$ cat src/rtl/boss_missile_control.sv
// boss_missile_control: boss-fired missile pool with frame-rate motion, player hit/lives tracking and a per-pixel flag.
// Optional feature macro BOSS_MISSILE_AIM_EN adds a per-missile horizontal drift toward the player.
module boss_missile_control #(
  parameter int NUM_MISSILES  = 3,
  parameter int MISSILE_SPEED = 4,
  parameter int FIRE_PERIOD   = 60,
  parameter int SPAWN_OFFSET  = 24,
  parameter int HIT_THRESHOLD = 16,
  parameter int PLAYER_LIVES  = 3,
  parameter int INVULN_FRAMES = 30,
  parameter int SCREEN_BOTTOM = 479
) (
  input  logic                    Clk,
  input  logic                    Reset,
  input  logic                    frame_clk,
  input  logic                    enable,
  input  logic [9:0]              boss_x_pos,
  input  logic [9:0]              boss_y_pos,
  input  logic [9:0]              player_x_pos,
  input  logic [9:0]              player_y_pos,
  input  logic [9:0]              DrawX,
  input  logic [9:0]              DrawY,
  output logic                    is_boss_missile,
  output logic [NUM_MISSILES-1:0] missile_active,
  output logic                    is_player_hit,
  output logic [2:0]              lives,
  output logic                    is_player_dead
);

  localparam int FC_W = $clog2(FIRE_PERIOD + 1) + 1;
  localparam int IV_W = $clog2(INVULN_FRAMES + 1) + 1;

  logic                    frame_clk_q;
  logic                    tick;
  logic [NUM_MISSILES-1:0] act;
  logic [NUM_MISSILES-1:0] act_n;
  logic [9:0]              mx   [NUM_MISSILES];
  logic [9:0]              mx_n [NUM_MISSILES];
  logic [9:0]              my   [NUM_MISSILES];
  logic [9:0]              my_n [NUM_MISSILES];
  logic [FC_W-1:0]         fire_cnt;
  logic [FC_W-1:0]         fire_n;
  logic [FC_W-1:0]         fire_dec;
  logic [IV_W-1:0]         inv_cnt;
  logic [IV_W-1:0]         inv_n;
  logic [2:0]              lives_n;
  logic                    dead_n;
  logic                    hit_n;
  logic                    hit_any;
  logic                    spawned;
`ifdef BOSS_MISSILE_AIM_EN
  logic signed [2:0]       dx   [NUM_MISSILES];
  logic signed [2:0]       dx_n [NUM_MISSILES];
  logic signed [11:0]      nx;
`endif

  // Magnitude of a - b, taken as an 11-bit signed difference.
  function automatic logic [10:0] abs_diff(input logic [9:0] a, input logic [9:0] b);
    logic signed [10:0] d;
    d = $signed({1'b0, a}) - $signed({1'b0, b});
    return d[10] ? -d : d;
  endfunction

`ifdef BOSS_MISSILE_AIM_EN
  function automatic logic signed [2:0] aim_dx(input logic [9:0] px, input logic [9:0] bx);
    if (abs_diff(px, bx) < 11'(HIT_THRESHOLD)) return 3'sd0;
    return (px < bx) ? -3'sd2 : 3'sd2;
  endfunction
`endif

  assign tick           = frame_clk & ~frame_clk_q;
  assign missile_active = act;

  always_comb begin
    act_n    = act;
    mx_n     = mx;
    my_n     = my;
    lives_n  = lives;
    inv_n    = inv_cnt;
    fire_n   = fire_cnt;
    hit_any  = 1'b0;
    spawned  = 1'b0;
    fire_dec = (fire_cnt == '0) ? '0 : fire_cnt - 1'b1;
`ifdef BOSS_MISSILE_AIM_EN
    dx_n     = dx;
    nx       = '0;
`endif
    if (tick) begin
      // Hit and move both look at pre-tick positions; a dead player just flushes the pool.
      if (is_player_dead) begin
        act_n = '0;
      end else begin
        for (int i = 0; i < NUM_MISSILES; i++) begin
          if (act[i]) begin
            if (inv_cnt == '0 &&
                abs_diff(mx[i], player_x_pos) < 11'(HIT_THRESHOLD) &&
                abs_diff(my[i], player_y_pos) < 11'(HIT_THRESHOLD)) begin
              act_n[i] = 1'b0;
              hit_any  = 1'b1;
            end else if ({1'b0, my[i]} + 11'(MISSILE_SPEED) > 11'(SCREEN_BOTTOM)) begin
              act_n[i] = 1'b0;
            end else begin
              my_n[i] = my[i] + 10'(MISSILE_SPEED);
`ifdef BOSS_MISSILE_AIM_EN
              nx = $signed({2'b00, mx[i]}) + $signed({{9{dx[i][2]}}, dx[i]});
              if (nx < 12'sd0 || nx > 12'sd639) act_n[i] = 1'b0;
              else mx_n[i] = nx[9:0];
`endif
            end
          end
        end
      end

      if (hit_any) begin
        lives_n = (lives == 3'd0) ? 3'd0 : lives - 3'd1;
        inv_n   = IV_W'(INVULN_FRAMES);
      end else if (inv_cnt != '0) begin
        inv_n = inv_cnt - 1'b1;
      end

      // Slots freed above are already visible in act_n, so they can be reused this tick.
      fire_n = fire_dec;
      if (fire_dec == '0 && enable && !is_player_dead) begin
        for (int i = 0; i < NUM_MISSILES; i++) begin
          if (!spawned && !act_n[i]) begin
            act_n[i] = 1'b1;
            mx_n[i]  = boss_x_pos;
            my_n[i]  = boss_y_pos + 10'(SPAWN_OFFSET);
`ifdef BOSS_MISSILE_AIM_EN
            dx_n[i]  = aim_dx(player_x_pos, boss_x_pos);
`endif
            spawned  = 1'b1;
          end
        end
        if (spawned) fire_n = FC_W'(FIRE_PERIOD);
      end
    end
    dead_n = is_player_dead | (lives_n == 3'd0);
    hit_n  = hit_any;
  end

  always_ff @(posedge Clk) begin
    frame_clk_q <= frame_clk;
    if (!Reset) begin
      act            <= '0;
      mx             <= '{default: '0};
      my             <= '{default: '0};
`ifdef BOSS_MISSILE_AIM_EN
      dx             <= '{default: '0};
`endif
      lives          <= 3'(PLAYER_LIVES);
      fire_cnt       <= FC_W'(FIRE_PERIOD);
      inv_cnt        <= '0;
      is_player_hit  <= 1'b0;
      is_player_dead <= 1'b0;
    end else begin
      act            <= act_n;
      mx             <= mx_n;
      my             <= my_n;
`ifdef BOSS_MISSILE_AIM_EN
      dx             <= dx_n;
`endif
      lives          <= lives_n;
      fire_cnt       <= fire_n;
      inv_cnt        <= inv_n;
      is_player_hit  <= hit_n;
      is_player_dead <= dead_n;
    end
  end

  always_comb begin
    is_boss_missile = 1'b0;
    for (int i = 0; i < NUM_MISSILES; i++) begin
      if (act[i] && abs_diff(DrawX, mx[i]) <= 11'd2 && abs_diff(DrawY, my[i]) <= 11'd4)
        is_boss_missile = 1'b1;
    end
  end

endmodule

$ cat config.mk
export PLATFORM = sky130hd
export DESIGN_NAME = boss_missile_control
export DESIGN_NICKNAME = d
export VERILOG_FILES = /design/src/rtl/boss_missile_control.sv
export SDC_FILE = /design/constraint.sdc
export NUM_CORES = 1
export LEC_CHECK = 0
export CAP_MARGIN = 10
export CORE_ASPECT_RATIO = 0.7
export CORE_MARGIN = 3
export CORE_UTILIZATION = 35
export DETAILED_ROUTE_END_ITERATION = 10
export HOLD_SLACK_MARGIN = 0.06
export PLACE_DENSITY_LB_ADDON = 0.1
export RECOVER_POWER = 100
export SYNTH_ARGS = -nofsm -noshare
export SYNTH_HDL_FRONTEND = slang
export SYNTH_SLANG_ARGS = --single-unit
$ cat constraint.sdc
create_clock -name Clk -period 8.6 [get_ports Clk]
set_clock_uncertainty 0.05 [all_clocks]
set_input_delay 1.72 -clock Clk [delete_from_list [all_inputs] [get_ports Clk]]
set_output_delay 1.72 -clock Clk [all_outputs]
set_load 0.005 [all_outputs]
==> results of run 1 <==
## area by class of cell
| class | count | area [µm²] | share of cell area |
|---|---|---|---|
| Clock buffer | 9 | 225 | 0.0173 |
| Multi-Input combinational cell | 1301 | 9290 | 0.715 |
| Inverter | 123 | 462 | 0.0355 |
| Tap cell | 427 | 534 | 0.0411 |
| Sequential cell | 82 | 1640 | 0.126 |
| Clock inverter | 7 | 71.3 | 0.00549 |
| Timing Repair Buffer | 81 | 773 | 0.0595 |
## path summary, 6_finish.rpt
kind | start | to | cells after the start
worst max-delay path | DrawX[0] | is_boss_missile | 17
worst min-delay path | fire_cnt[6] | fire_cnt[6] | 2
worst max register to register | my[10] | mx[11] | 14
worst min register to register | fire_cnt[6] | fire_cnt[6] | 2
## state kept, by name, indices dropped and copies added (netlist names)
register        count
my                 30
is_player_dead      1
is_player_hit       1
inv_cnt             6
lives               3
frame_clk_q         1
mx                 30
missile_active      3
fire_cnt            7
## synthesized netlist by cell type, drive strengths merged (9+ instances only)
cell type,number,area [µm²]
nor2,153,574
ha,130,1630
inv,123,462
a21oi,120,601
o21ai,99,503
nand2,86,323
dfxtp,82,1640
nor3,59,312
xnor2,40,350
mux2i,38,380
xor2,38,333
nand3,34,175
a21o,33,248
o21a,32,240
nand2b,28,183
clkbuf,26,97.6
a211oi,25,198
nor2b,24,150
a31oi,22,153
o31a,20,175
o211ai,18,135
nor4,17,136
and2,16,100
or3,14,87.6
and3,13,81.3
or2,13,81.3
fa,12,240
o31ai,12,90.1
a211o,11,96.3
a311oi,11,96.3
buf,11,60.1
nor3b,11,87.6
mux2,9,105
o2111ai,9,78.8
o21bai,9,67.6
## logic make-up after synthesis
logic type,Yosys count,share of synthesized area
AOI/OAI and AO/OA,517,0.309
xor gates and xnor gates,78,0.0590
adders and majority gates,142,0.161
buffers and inverters,160,0.0535
DFF,82,0.142
muxes,47,0.0420
and+or+nand+nor,517,0.233
## metal layers
metal | part of all wire | up-vias | global-route usage
met4 | 0.014 | 4 | 0.0405
li1 | - | 5888 | -
met2 | 0.38 | 334 | 0.298
met3 | 0.064 | 38 | 0.0339
met5 | 0.00077 | - | 0
met1 | 0.54 | 5475 | 0.347
## critical path, delay by kind of cell
family	cells	cell delay [ns]
AO/OA/AOI/OAI	9	2.29
buffers and inverters	4	1.15
adder cells (fa/ha/maj)	2	0.61
AND/OR/NAND/NOR	1	0.43
XOR/XNOR	1	0.21
## where the power goes
| group | switching (mW) | total [mW] | leakage, nW | internal [mW] |
|---|---|---|---|---|
| Combinational | 0.322 | 0.543 | 4.30 | 0.221 |
| Clock | 0.193 | 0.398 | 0.139 | 0.205 |
| Sequential | 0.0169 | 0.413 | 0.662 | 0.396 |
## stage by stage
| step | area, µm² | cells | total power, mW | utilization | setup slack (ns) |
|---|---|---|---|---|---|
| 6_report | 13000 | 2030 | 1.35 | 0.401 | 0.419 |
| 5_1_grt | 13000 | 2030 | 1.45 | 0.401 | 0.158 |
| 4_1_cts | 13000 | 2030 | 1.36 | 0.402 | 0.531 |
| 3_5_place_dp | 12700 | 2014 | 0.960 | 0.393 | 0.550 |
| 3_3_place_gp | 12700 | 2014 | 0.956 | 0.393 | 0.632 |
| 2_1_floorplan | 11600 | 1543 | 0.803 | - | 2.15 |
==> impl_results.md, run 1 <==
* Worst path required time at 6.83 ns
* Vias at approximately 12000
* Power per cell area at around 100 mW/mm²
* Hold Buf Count CTS at 0
* Core Region at ~0.032 mm²
* Clk_lat worst skew at around 0.36 ns
* Fin crit share at 0.951
* Nature of the critical path startpoint: primary input
* Endpoint class of the critical path: output pin
* Outcome: finished, violations left
* Starting Density at 0.357
* Worst ir drop on vdd at 111 µV
* Leak at 5.10 nW
* CP max stage delay at between 0.7 and 0.8 ns
* Final Setup Violations at 0
* IO buf count at 72
* Vias per inst at 5.78
* Synth Flop Type: dfxtp_1
* Vias in the first global route at 10500
* DRT iter0 DRCs at between 900 and 1000
* Hold Slack at 0.430 ns
* Area delta synth->final at 12.3%
* Crit path cell chain: clkdlybuf4s50_1, inv_1, ha_1, inv_1, fa_1, a21o_1, a21oi_1, xor2_1, o21ai_0, or3_1, o41ai_1, o21ai_0, a2111oi_0, o2111a_1, a32o_1, a41o_1, dlygate4sd3_1
* GPL Wtd Cong at between 0.9 and 1
* Fin crit period at between 8 and 9 ns
* Crit path DAT at ~6.4 ns
* Clock-pin slew on the worst setup and hold paths at 0.07 ns
* Most frequent cells in the layout: nor2_1, ha_1, inv_1
* Post-synth ARST share at 0
* TritonCTS Buffers at 9
* GRT Total Usage at 0.216
* First-pass GRT wire length at 60500 µm
* Die area at roughly 0.035 mm²
* Die extent in y at ~160 µm
* Unique masters post-synth at roughly 100
* Syn Nets at ~1700
* Largest fanout on the critical path at 4
* Setup TNS at 0 ns
* Grt ovf at 0
* Min-delay worst type: flip-flop to flip-flop
* CTS root buf: clkbuf_16
* Syn avg cell area at approximately 7.5 µm²
* Worst reg2reg setup slack at around 3.0 ns
* Ports at between 70 and 80
* Cells after Synth at 1543
* # clock sinks at 82
* Synth Register Bits at 82
* Max-Cap Viols at 2
* RSZ-0062 raised after global routing: no
* Max-slew violations at between 70 and 80
* Layout cell share with drive strength beyond 1 at 0.0405
* Worst slew pin tran at between 2 and 3 ns
* Ys Warns at 0
* DRT Pass-1 Iters at 5
* Initial antenna violation count at 2
* H-Tree Depth at 3
* Wirelength per Cell at about 19 µm
* Fill count at ~3400
* Sequential-to-total area share from yosys stat at 0.142
* Ant. Diodes at 0
* Failing checks: max-capacitance violations, max-slew violations
* Fin. Hold Viols at 0
* Die width at between 200 and 250 µm
* Commonest non-fill, non-tap cell in the layout: nor2_1
* Final WL at 39100 µm
* Fmax at approximately 120 MHz
* CTS tree: yes
* Number of flops mapped to enable cells by yosys at 0
* Rel. slew slack at -0.805
* # Post-CTS Setup Buffers at 0
* CP max stage cell: a2111oi_0
* Drt drc at 0
* Pin count of the biggest net entering global routing at 56
* Critical path class: primary input to output pin
* Remaining antenna violation count after routing at 0
* Post-DP HPWL at 32100 µm
* Site Rows at 55
* Mapped Area at between 0.01 and 0.015 mm²
* Post_cts resized at 0
* Nets at 1804
* CTS Buffer Depth at 2
(Power assumes the default switching activity.)
==> inputs of run 2 (changes only) <==
Settings changed: PLACE_DENSITY set to 0.61, PLACE_DENSITY_LB_ADDON 0.1 to unset.
Clock period 8.6 ns to 9 ns, I/O delays scaled along.
==> impl_results.md, run 2 (same netlist as run 1, synthesis figures left out) <==
* CP max stage cell: a2111oi_0 (unchanged)
* Worst R2R Start: mx[20] (was my[10])
* Endpoint class of the critical path: output pin (unchanged)
* Final WL at 37200 µm (was 39100 µm)
* # Post-CTS Setup Buffers at 0 (unchanged)
* CP max stage delay at 0.65 ns (was 0.74 ns)
* Fmax at roughly 120 MHz
* Setup TNS at 0 ns (unchanged)
* Clk pwr share at 0.300 (was 0.294)
* Post_cts resized at 0 (unchanged)
* Vias in the first global route at 10500 (about the same)
* Crit path DAT at 6.41 ns (about the same)
* Hold Path Depth at 2 (unchanged)
* Leak at 5.10 nW (about the same)
* Top flop regs: mx x30, my x30, fire_cnt x7 (unchanged)
* Final Core Density at 0.401 (about the same)
* Worst slew pin tran at 1.85 ns (was 2.71 ns)
* Hold Startpoint: fire_cnt[6] (unchanged)
* CTS Buffer Depth at 2 (unchanged)
* Outcome: finished, violations left (unchanged)
* CTS root buf: clkbuf_16 (unchanged)
* Storage cell area at 0.00164 mm² (unchanged)
* GRT Total Usage at 0.205 (was 0.216)
* Rel. slew slack at -0.240 (was -0.805)
* Clock-pin slew on the worst setup and hold paths at 0.06 ns (was 0.07 ns)
* H-Tree Depth at 3 (unchanged)
* Initial antenna violation count at 0 (was 2)
* Grt ovf at 0 (unchanged)
* Worst ir drop on vdd at 80.4 µV (was 111 µV)
* Min-delay worst type: flip-flop to flip-flop (unchanged)
* GPL Wtd Cong at 0.933 (was 0.906)
* RSZ-0062 raised after global routing: no (unchanged)
* Nets at 1803 (was 1804)
* Ant. Diodes at 0 (unchanged)
* Die width at 223 µm (unchanged)
* Psw at 0.497 mW (was 0.532 mW)
* Remaining antenna violation count after routing at 0 (unchanged)
* DRT Pass-1 Iters at 5 (unchanged)
* Hold EP: fire_cnt[6] (unchanged)
* Worst path required time at 7.15 ns (was 6.83 ns)
* Largest fanout on the critical path at 4 (unchanged)
* Critical path class: primary input to output pin (unchanged)
* Nature of the critical path startpoint: primary input (unchanged)
* TritonCTS Buffers at 9 (unchanged)
* Cells after DPL at 2013 (was 2014)
* Post-DP HPWL at 30600 µm (was 32100 µm)
* Ports at 73 (unchanged)
* Commonest non-fill, non-tap cell in the layout: nor2_1 (unchanged)
* Vias at 11900 (was 11700)
* IO buf count at 72 (unchanged)
* DRT iter0 DRCs at 974 (was 917)
* Failing checks: max-capacitance violations, max-slew violations (unchanged)
* Placed Area at 0.0127 mm² (about the same)
* Clk_lat worst skew at 0.35 ns (was 0.36 ns)
* Reg2reg path depth at 15 (was 14)
* Max-slew violations at 19 (was 75)
* Power per cell area at 101 mW/mm² (was 104 mW/mm²)
* Core Region at 0.0324 mm² (unchanged)
* First-pass GRT wire length at 58100 µm (was 60500 µm)
* Pin count of the biggest net entering global routing at 62 (was 56)
* Fill count at 3314 (was 3359)
* Sw Ratio at 0.380 (was 0.393)
* # clock sinks at 82 (unchanged)
* Die extent in y at 158 µm (unchanged)
* Worst reg2reg setup slack at 3.37 ns (was 2.99 ns)
* Pint at 0.810 mW (was 0.822 mW)
* Reg2Reg Capture Point: mx[1] (was mx[11])
* Combinational power share at 0.397 (was 0.401)
* Hold Buf Count CTS at 0 (unchanged)
* Starting Density at 0.357 (unchanged)
* Crit path cell chain: clkdlybuf4s50_1, inv_1, ha_1, inv_1, fa_1, a21o_1, a21oi_1, xor2_1, o21ai_0, or3_1, o41ai_1, o21ai_0, a2111oi_0, o2111a_1, a32o_1, a41o_1, dlygate4sd3_1 (unchanged)
* Hold Slack at 0.421 ns (was 0.430 ns)
* Site Rows at 55 (unchanged)
* Fin area at 0.0130 mm² (about the same)
* Most frequent cells in the layout: nor2_1, ha_1, inv_1 (unchanged)
* CTS tree: yes (unchanged)
* Area delta synth->final at 12.3% (about the same)
* Max-Cap Viols at 1 (was 2)
* Vias per inst at 5.85 (was 5.78)
* Die area at 0.0353 mm² (unchanged)
* Wirelength per Cell at 18.4 µm (was 19.3 µm)
* Flop pwr share at 0.303 (was 0.305)
* Final Setup Violations at 0 (unchanged)
* Multi-input logic area at 0.00929 mm² (unchanged)
* Fin. Hold Viols at 0 (unchanged)
* Fin crit period at 8.26 ns
* Fin crit share at 0.918
* Layout cell share with drive strength beyond 1 at 0.0412 (was 0.0405)
* Drt drc at 0 (unchanged)
* Final Non-Filler Cells at 2029 (was 2030)
==> run 2: cell count changes in the layout (fill, tap and decap cells not counted), sizes merged <==
cell    before  now
buf          5    4
bufinv       0    1
clkinv       1    0
==> run 2: layer usage <==
metal	part of all wire	routed length, µm	global-route usage
met1	0.53	19800	0.326
met2	0.40	14700	0.294
met4	0.013	471	0.0321
met3	0.060	2240	0.0247
met5	0	0	0
==> run 2: power groups by stage <==
stage	Combinational, mW	Clock (mW)	Sequential [mW]
after floorplan	0.370	0	0.398
final	0.519	0.392	0.396
after CTS	0.516	0.398	0.395
after global placement	0.504	0	0.403
after detailed placement	0.512	0	0.404
after global routing	0.579	0.410	0.399
==> run 2: per-stage QoR <==
step / total power, mW / worst slack (ns)
3_5_place_dp: 0.916 / 0.823
4_1_cts: 1.31 / 0.805
6_report: 1.31 / 0.739
5_1_grt: 1.39 / 0.455
3_3_place_gp: 0.907 / 0.943
2_1_floorplan: 0.768 / 2.39
==> run 2: cell type report <==
| cell class | count | share of cell area |
|---|---|---|
| well taps | 427 | 0.0411 |
| clock inverters | 7 | 0.00635 |
| inverters | 123 | 0.0355 |
| flip-flops and latches | 82 | 0.126 |
| repair buffers | 80 | 0.0589 |
| clock buffers | 9 | 0.0173 |
| multi-input cells | 1301 | 0.715 |
==> run 2: worst max-delay path by stage <==
stage / start / endpoint / slack [ns]
4_1_cts: DrawX[1] / is_boss_missile / 0.80
5_1_grt: DrawX[0] / is_boss_missile / 0.45
2_1_floorplan: DrawX[0] / is_boss_missile / 2.39
3_5_place_dp: DrawX[1] / is_boss_missile / 0.82
6_report: DrawX[0] / is_boss_missile / 0.74
3_3_place_gp: DrawX[0] / is_boss_missile / 0.94
==> run 2: critical path: cells and delay by family <==
family,cells,cell delay [ns]
XOR/XNOR,1,0.19
buffers and inverters,4,1.14
adder cells (fa/ha/maj),2,0.62
AND/OR/NAND/NOR,1,0.44
AO/OA/AOI/OAI,9,2.20
